==> src/rtl/iob_int_arbiter.sv <==
// Interrupt-packet scheduler: arbitrates requesters, builds the two-flit interrupt packet, streams it on val/rdy NoC.
// Optional IOB_INT_ARB_RR_EN selects round-robin arbitration; default build is fixed priority (lowest index wins).
`ifndef NOC_DATA_WIDTH
`define NOC_DATA_WIDTH 64
`endif
`ifndef MSG_TYPE_INTERRUPT
`define MSG_TYPE_INTERRUPT 8'd33
`endif
`ifndef NOC_FBITS_L1
`define NOC_FBITS_L1 4'b0000
`endif
`ifndef MSG_DST_X
`define MSG_DST_X 49:42
`endif
`ifndef MSG_DST_Y
`define MSG_DST_Y 41:34
`endif

module iob_int_arbiter #(
   parameter int NUM_REQ = 16,
   parameter int X_TILES = 4,
   parameter int Y_TILES = 4
) (
   input  logic                         clk,
   input  logic                         rst_n,
   input  logic [NUM_REQ-1:0]           req_val,
   output logic [NUM_REQ-1:0]           req_rdy,
   input  logic [NUM_REQ*6-1:0]         req_tile_id,
   input  logic [NUM_REQ*9-1:0]         req_vec,
   output logic                         noc_out_val,
   input  logic                         noc_out_rdy,
   output logic [`NOC_DATA_WIDTH-1:0]   noc_out_data,
   output logic                         err_bad_dest,
   output logic [31:0]                  pkt_sent_cnt
);
   localparam int IW = (NUM_REQ > 1) ? $clog2(NUM_REQ) : 1;
   localparam int DW = `NOC_DATA_WIDTH;
   localparam logic [5:0] XT = 6'(X_TILES);

   typedef enum logic [1:0] {IDLE, HDR, BODY} state_t;

   state_t                    state_q;
   logic [8:0]                vec_q;
   logic [31:0]               sent_cnt_q;
   logic [NUM_REQ-1:0][5:0]   tile_arr;
   logic [NUM_REQ-1:0][8:0]   vec_arr;
   logic                      gnt_any;
   logic [IW-1:0]             gnt_idx;
   logic [5:0]                sel_tile, dst_x, dst_y;
   logic                      tile_ok;
   logic [DW-1:0]             hdr;

   assign tile_arr     = req_tile_id;
   assign vec_arr      = req_vec;
   assign pkt_sent_cnt = sent_cnt_q;

`ifdef IOB_INT_ARB_RR_EN
   logic [IW-1:0] last_q;
   logic [IW-1:0] gidx_q;

   // Search starts one past the last grant and wraps.
   always_comb begin : arb
      int idx;
      gnt_any = 1'b0;
      gnt_idx = '0;
      idx     = 0;
      for (int k = 0; k < NUM_REQ; k++) begin
         idx = (int'(last_q) + 1 + k) % NUM_REQ;
         if (!gnt_any && req_val[idx]) begin
            gnt_any = 1'b1;
            gnt_idx = IW'(idx);
         end
      end
   end
`else
   always_comb begin
      gnt_any = 1'b0;
      gnt_idx = '0;
      for (int k = NUM_REQ-1; k >= 0; k--) begin
         if (req_val[k]) begin
            gnt_any = 1'b1;
            gnt_idx = IW'(k);
         end
      end
   end
`endif

   assign sel_tile = tile_arr[gnt_idx];
   assign dst_x    = sel_tile % XT;
   assign dst_y    = sel_tile / XT;
   assign tile_ok  = int'(sel_tile) < X_TILES * Y_TILES;

   always_comb begin
      hdr = {14'b0, 5'b0, 3'b0, 8'b0, `NOC_FBITS_L1, 8'd1, `MSG_TYPE_INTERRUPT, 14'b0};
      hdr[`MSG_DST_X] = {2'b0, dst_x};
      hdr[`MSG_DST_Y] = {2'b0, dst_y};
   end

   // Grant is combinational so the requester sees acceptance in the request cycle.
   assign req_rdy = (rst_n && state_q == IDLE && gnt_any) ? (NUM_REQ'(1'b1) << gnt_idx) : '0;

   always_ff @(posedge clk) begin
      if (!rst_n) begin
         state_q      <= IDLE;
         noc_out_val  <= 1'b0;
         noc_out_data <= '0;
         err_bad_dest <= 1'b0;
         sent_cnt_q   <= '0;
         vec_q        <= '0;
`ifdef IOB_INT_ARB_RR_EN
         last_q       <= IW'(NUM_REQ-1);
         gidx_q       <= '0;
`endif
      end else begin
         err_bad_dest <= 1'b0;
         case (state_q)
            IDLE: if (gnt_any) begin
               vec_q <= vec_arr[gnt_idx];
`ifdef IOB_INT_ARB_RR_EN
               gidx_q <= gnt_idx;
`endif
               if (tile_ok) begin
                  state_q      <= HDR;
                  noc_out_val  <= 1'b1;
                  noc_out_data <= hdr;
               end else begin
                  // Dropped request still moves the pointer so it cannot starve others.
                  err_bad_dest <= 1'b1;
`ifdef IOB_INT_ARB_RR_EN
                  last_q       <= gnt_idx;
`endif
               end
            end
            HDR: if (noc_out_rdy) begin
               state_q      <= BODY;
               noc_out_data <= DW'(vec_q);
            end
            BODY: if (noc_out_rdy) begin
               state_q      <= IDLE;
               noc_out_val  <= 1'b0;
               noc_out_data <= '0;
               sent_cnt_q   <= sent_cnt_q + 32'd1;
`ifdef IOB_INT_ARB_RR_EN
               last_q       <= gidx_q;
`endif
            end
            default: state_q <= IDLE;
         endcase
      end
   end
endmodule

==> config.mk <==
export PLATFORM = sky130hd
export DESIGN_NAME = iob_int_arbiter
export DESIGN_NICKNAME = d
export VERILOG_FILES = /design/src/rtl/iob_int_arbiter.sv
export SDC_FILE = /design/constraint.sdc
export NUM_CORES = 1
export LEC_CHECK = 0
export ABC_AREA = 1
export BUFFER_PORTS_ARGS = -buffer_cell sky130_fd_sc_hd__buf_2
export CAP_MARGIN = 0
export CORE_AREA = 2 2 144 146
export CTS_BUF_LIST = sky130_fd_sc_hd__clkbuf_8
export DETAILED_ROUTE_END_ITERATION = 10
export DIE_AREA = 0 0 146 148
export PLACE_DENSITY = 0.56
export SYNTH_ARGS = -nofsm -noshare
export SYNTH_HDL_FRONTEND = slang
export SYNTH_SLANG_ARGS = --single-unit
==> constraint.sdc <==
create_clock -name clk -period 5.7 [get_ports clk]
set_input_delay 0.855 -clock clk [delete_from_list [all_inputs] [get_ports clk]]
set_output_delay 0.855 -clock clk [all_outputs]
set_load 0.1 [all_outputs]
# After elaboration in Yosys (flattened, before gate mapping)
# Cells that the tools add are included.
[classes] addsub=1 reduce_logical=11 eq_ne=6 mux=52 shift=1 magnitude_cmp=2
[ops] op="2-to-1 mux 64 bit" count=4
[ops] op="case mux 64 bit (3 select lines)" count=1
[ops] op="2-to-1 mux 4 bit" count=16
[ops] op="binary-select mux 9 bit (select 4 bit)" count=1
[ops] op="adder 32 x 1 -> 32 bit, second input constant" count=1
[ops] op="binary-select mux 6 bit (select 4 bit)" count=1
[ops] op="2-to-1 mux 1 bit" count=20
[ops] op="2-to-1 mux 16 bit" count=1
[ops] op="left shift 1 x 4 -> 16 bit, first input constant" count=1
[ops] op="2-to-1 mux 9 bit" count=1
[ops] op="2-to-1 mux 2 bit" count=4
[ops] op="inequality test 2 bit, second input constant" count=4
[ops] op="AND reduction 4 bit" count=2
[ops] op="less-than comparator 6 x 5 -> 1 bit, second input constant" count=1
[ops] op="2-to-1 mux 6 bit" count=1
[ops] op="case mux 2 bit (3 select lines)" count=1
[ops] op="less-than comparator 4 x 5 -> 1 bit, second input constant" count=1
[ops] op="AND reduction 5 bit" count=1
[ops] op="AND reduction 2 bit" count=2
[ops] op="AND reduction 3 bit" count=1
[ops] op="nonzero test 3 bit" count=1
[ops] op="equality test 2 x 1 -> 1 bit, second input constant" count=1
[ops] op="equality test 2 bit, second input constant" count=1
[ops] op="logical AND 1 bit" count=2
[ops] op="3 further kinds" count=3
[word_totals] reg_bits=109 in_bits=259 out_inout_bits=114 elab_cells=79

# Depth between registers and ports, before layout
[depth] ltp_word=22 ltp_mapped=29

# Worst setup path before layout
# Ideal clock, no wire load.
[synth_path] path_kind="input-to-output" startpoint="input req_val[11]" endpoint="output req_rdy[12]" path_slack_ns=0.492 arrival_time_ns=4.353 cell_stages=8 required_ns=4.845 n_path_buf=3 cell_sequence="nor4_1 -> nand2_1 -> a21oi_1 -> inv_1 -> clkbuf_1 -> clkbuf_1 -> buf_1 -> nor3_1"
[synth_via] elab_chain_cells=14 word_cells_on_any_way=27 cone_classes="1 x shift; 25 x mux; 1 x reduce/logical"
[synth_rtl] element="start: declaration" line="26" text="input logic [NUM_REQ-1:0] req_val,"
[synth_rtl] element="2-to-1 mux 4 bit or 2-to-1 mux 1 bit (tied branches) (12 in series)" line="80" text="if (req_val[k]) begin"
[synth_rtl] element="left shift 1 x 4 -> 16 bit or logical AND 1 bit (tied branches)" line="100" text="assign req_rdy = (rst_n && state_q == IDLE && gnt_any) ? (NUM_REQ'(1'b1) << gnt_idx) : '0;"
[synth_rtl] element="2-to-1 mux 16 bit *" line="100"
[synth_rtl] element="end: declaration" line="27" text="output logic [NUM_REQ-1:0] req_rdy,"
# Mark *: on every way between the ends. The rest lies on a longest branch, timed or not.

# Worst setup path in the final report
[layout_path] startpoint="input req_val[14]" endpoint="output req_rdy[2]"
[layout_via] elab_chain_cells=17 word_cells_on_any_way=33 cone_classes="1 x shift; 31 x mux; 1 x reduce/logical"
[layout_rtl] element="2-to-1 mux 4 bit or 2-to-1 mux 1 bit (tied branches) (15 in series)" line="80"
[layout_rtl] element="left shift 1 x 4 -> 16 bit or logical AND 1 bit (tied branches)" line="100"
[layout_rtl] element="2-to-1 mux 16 bit *" line="100"
# Marked as above.

==> impl_metrics.toml <==
[global_routing]
antenna_found_initial = 4
grt_overflow = 0
grt_max_degree = 40
grt_pass1_vias = 6883
grtUsageTotal = 0.206
grt_pass1_wl_um = 35700

[layout]
final_cells = 1528
final_cell_mix = "buf_2, nand2_1, inv_1"
final_util = 0.373
drive_gt1_frac = 0.314
area.growth.synth_to_final_pct = 35.0
nets = 1513
layout_commonest_cell = "buf_2"
design_area_um2 = 7480

[sta]
rsz0062_at_grt = "false"
setup_viol = 0
period_share = 0.736
max_freq_mhz = 238
setup_tns_ns = 0
hold_viol = 0
worstMarginPinSlew_ns = 1.03
slew_headroom = 0.310
drv_slew = 0
period_needed_ns = 4.20
fin_skew_ns = 0.00988

[detailed_routing]
vias_per_cell = 4.65
drc = 0
drt_iter0_markers = 272
route.final.wire_length_um = 23300
first_pass_iters = 5
wl_per_cell_um = 15.2
vias = 7098
drt.antenna.violating_nets = 0

[setup_path]
critical_path_class = "input pin to primary output"
worst_setup_path_start_kind = "input pin"
r2r_slack_ns = 2.52
endpoint_kind = "primary output"
arrival_ns = 3.34
reg2reg_from = "state_q[0]$_SDFFE_PN0P_"
cp_max_fo = 32
worstPathRequired_ns = 4.85
worstSetupStartpoint = "req_val[14]"

[yosys]
syn_inst = 945
dominantRegCellSynth = "dfxtp_1"
yosysSeqAreaShare = 0.220
synth.distinct_cells = 41
synth-edff-count = 0
ys_warn_count = 0
synth-seq-cells = 61
async_flop_share = 0
syn_area_um2 = 5540
syn_area_per_cell_um2 = 5.86

[floorplan]
die_h_um = 148
num_rows = 52
core_um2 = 20000
start_util = 0.276
io_pins = 373
die-width_um = 146
die_area_um2 = 21600

[cts]
cts.sinks = 61
clk_latency_ns = 0.34
ctsRootBufferMaster = "clkbuf_8"
numCtsBuffers = 9
post_cts_buffers = 0
clk_pin_slew_ns = 0.06
cts_resized = 0
htree_levels = 3
cts_tree = "done"
ctsHoldBuffers = 0
cts_buffer_depth = 2

[outcome]
status = "finished, final reports clean"

[placed_design]
place_area_um2 = 7260
hpwlAfterDp_um = 19000
portBuffers = 326
globalplace.congestion = 0.831
placed_cells = 1508

[power]
p_leak_nw = 3.98
ir_worst_vdd_mv = 0.111
p_per_area_nw_per_um2 = 236

[run]
drv_cap = 0

[hold_path]
hold_path.startpoint = "noc_out_val$_SDFFE_PN0P_"
hold_class = "flip-flop to flip-flop"
[power by group]
group / internal [mW] / switching, mW / leakage [nW]
clock network: 0.241 / 0.176 / 0.115
logic: 0.195 / 0.660 / 3.37
registers: 0.468 / 0.0227 / 0.498
total: 0.905 / 0.858 / 3.98
[layer usage]
layer | vias up | GRT usage | wire (um)
li1 | 3607 | - | -
met1 | 3202 | 0.254 | 9440
met2 | 265 | 0.362 | 11600
met3 | 24 | 0.0500 | 1890
met4 | 0 | 0.0534 | 350
met5 | - | 0 | 0
[through the flow]
stage          hold slack, ns  total power [mW]  worst slack, ns
2_1_floorplan           0.472              1.17            0.492
3_5_place_dp            0.432              1.36             1.47
3_3_place_gp            0.432              1.36             1.52
4_1_cts                 0.441              1.78             1.45
5_1_grt                 0.467              1.87             1.28
6_report                0.438              1.76             1.50
[final timing paths]
path | endpoint | cells after the start
hold / removal | noc_out_val$_SDFFE_PN0P_ | 2
setup reg to reg | pkt_sent_cnt[31]$_SDFFE_PN0P_ | 18
setup / recovery | req_rdy[2] | 11
hold reg to reg | noc_out_val$_SDFFE_PN0P_ | 2
[worst max-delay path, cell delays in order]
cell and delay (ns):
buf_2 0.10, or2_2 0.33, nor3_1 0.21, inv_1 0.06
nand2_1 0.10, a21oi_4 0.05, buf_4 0.23, inv_1 0.59
nand2_1 0.16, nor2_1 0.15, buf_2 0.45
[synthesized netlist by cell type, types with 21 or more instances]
cell type	count	area, um2
a22oi_1	21	158
nor3_1	24	120
a21oi_1	44	220
clkbuf_1	27	101
buf_4	49	368
nand4_1	45	282
dfxtp_1	61	1220
nand2_1	252	946
inv_1	121	454
nand3_1	51	255
nor2_1	105	394
o21ai_0	36	180
[cell type report]
class	count	area, um2
fill	2324	12600
tap	270	338
sequential	61	1220
antenna	4	10.0
timing repair buffer	341	1740
clock inverter	7	82.6
inverter	123	462
multi-input combinational	713	3500
clock buffer	9	124
[flip-flops by register name (all words and copies together) (netlist names)]
name,flops
noc_out_data,16
err_bad_dest,1
pkt_sent_cnt,32
state_q,2
noc_out_val,1
vec_q,9
[logic make-up (layout without fill, tap and decap cells)]
group                      after synthesis  count (layout)  synth area share
AOI/OAI and AO/OA                      129             129             0.141
xor gates and xnor gates                 3               3           0.00474
adders and majority gates                5               5            0.0113
buffers and inverters                  216             480             0.182
DFF                                     61              61             0.220
other                                    1              50          0.000677
and+or+nand+nor                        530             530             0.439
No activity file was read; power rests on OpenSTA's default activity.
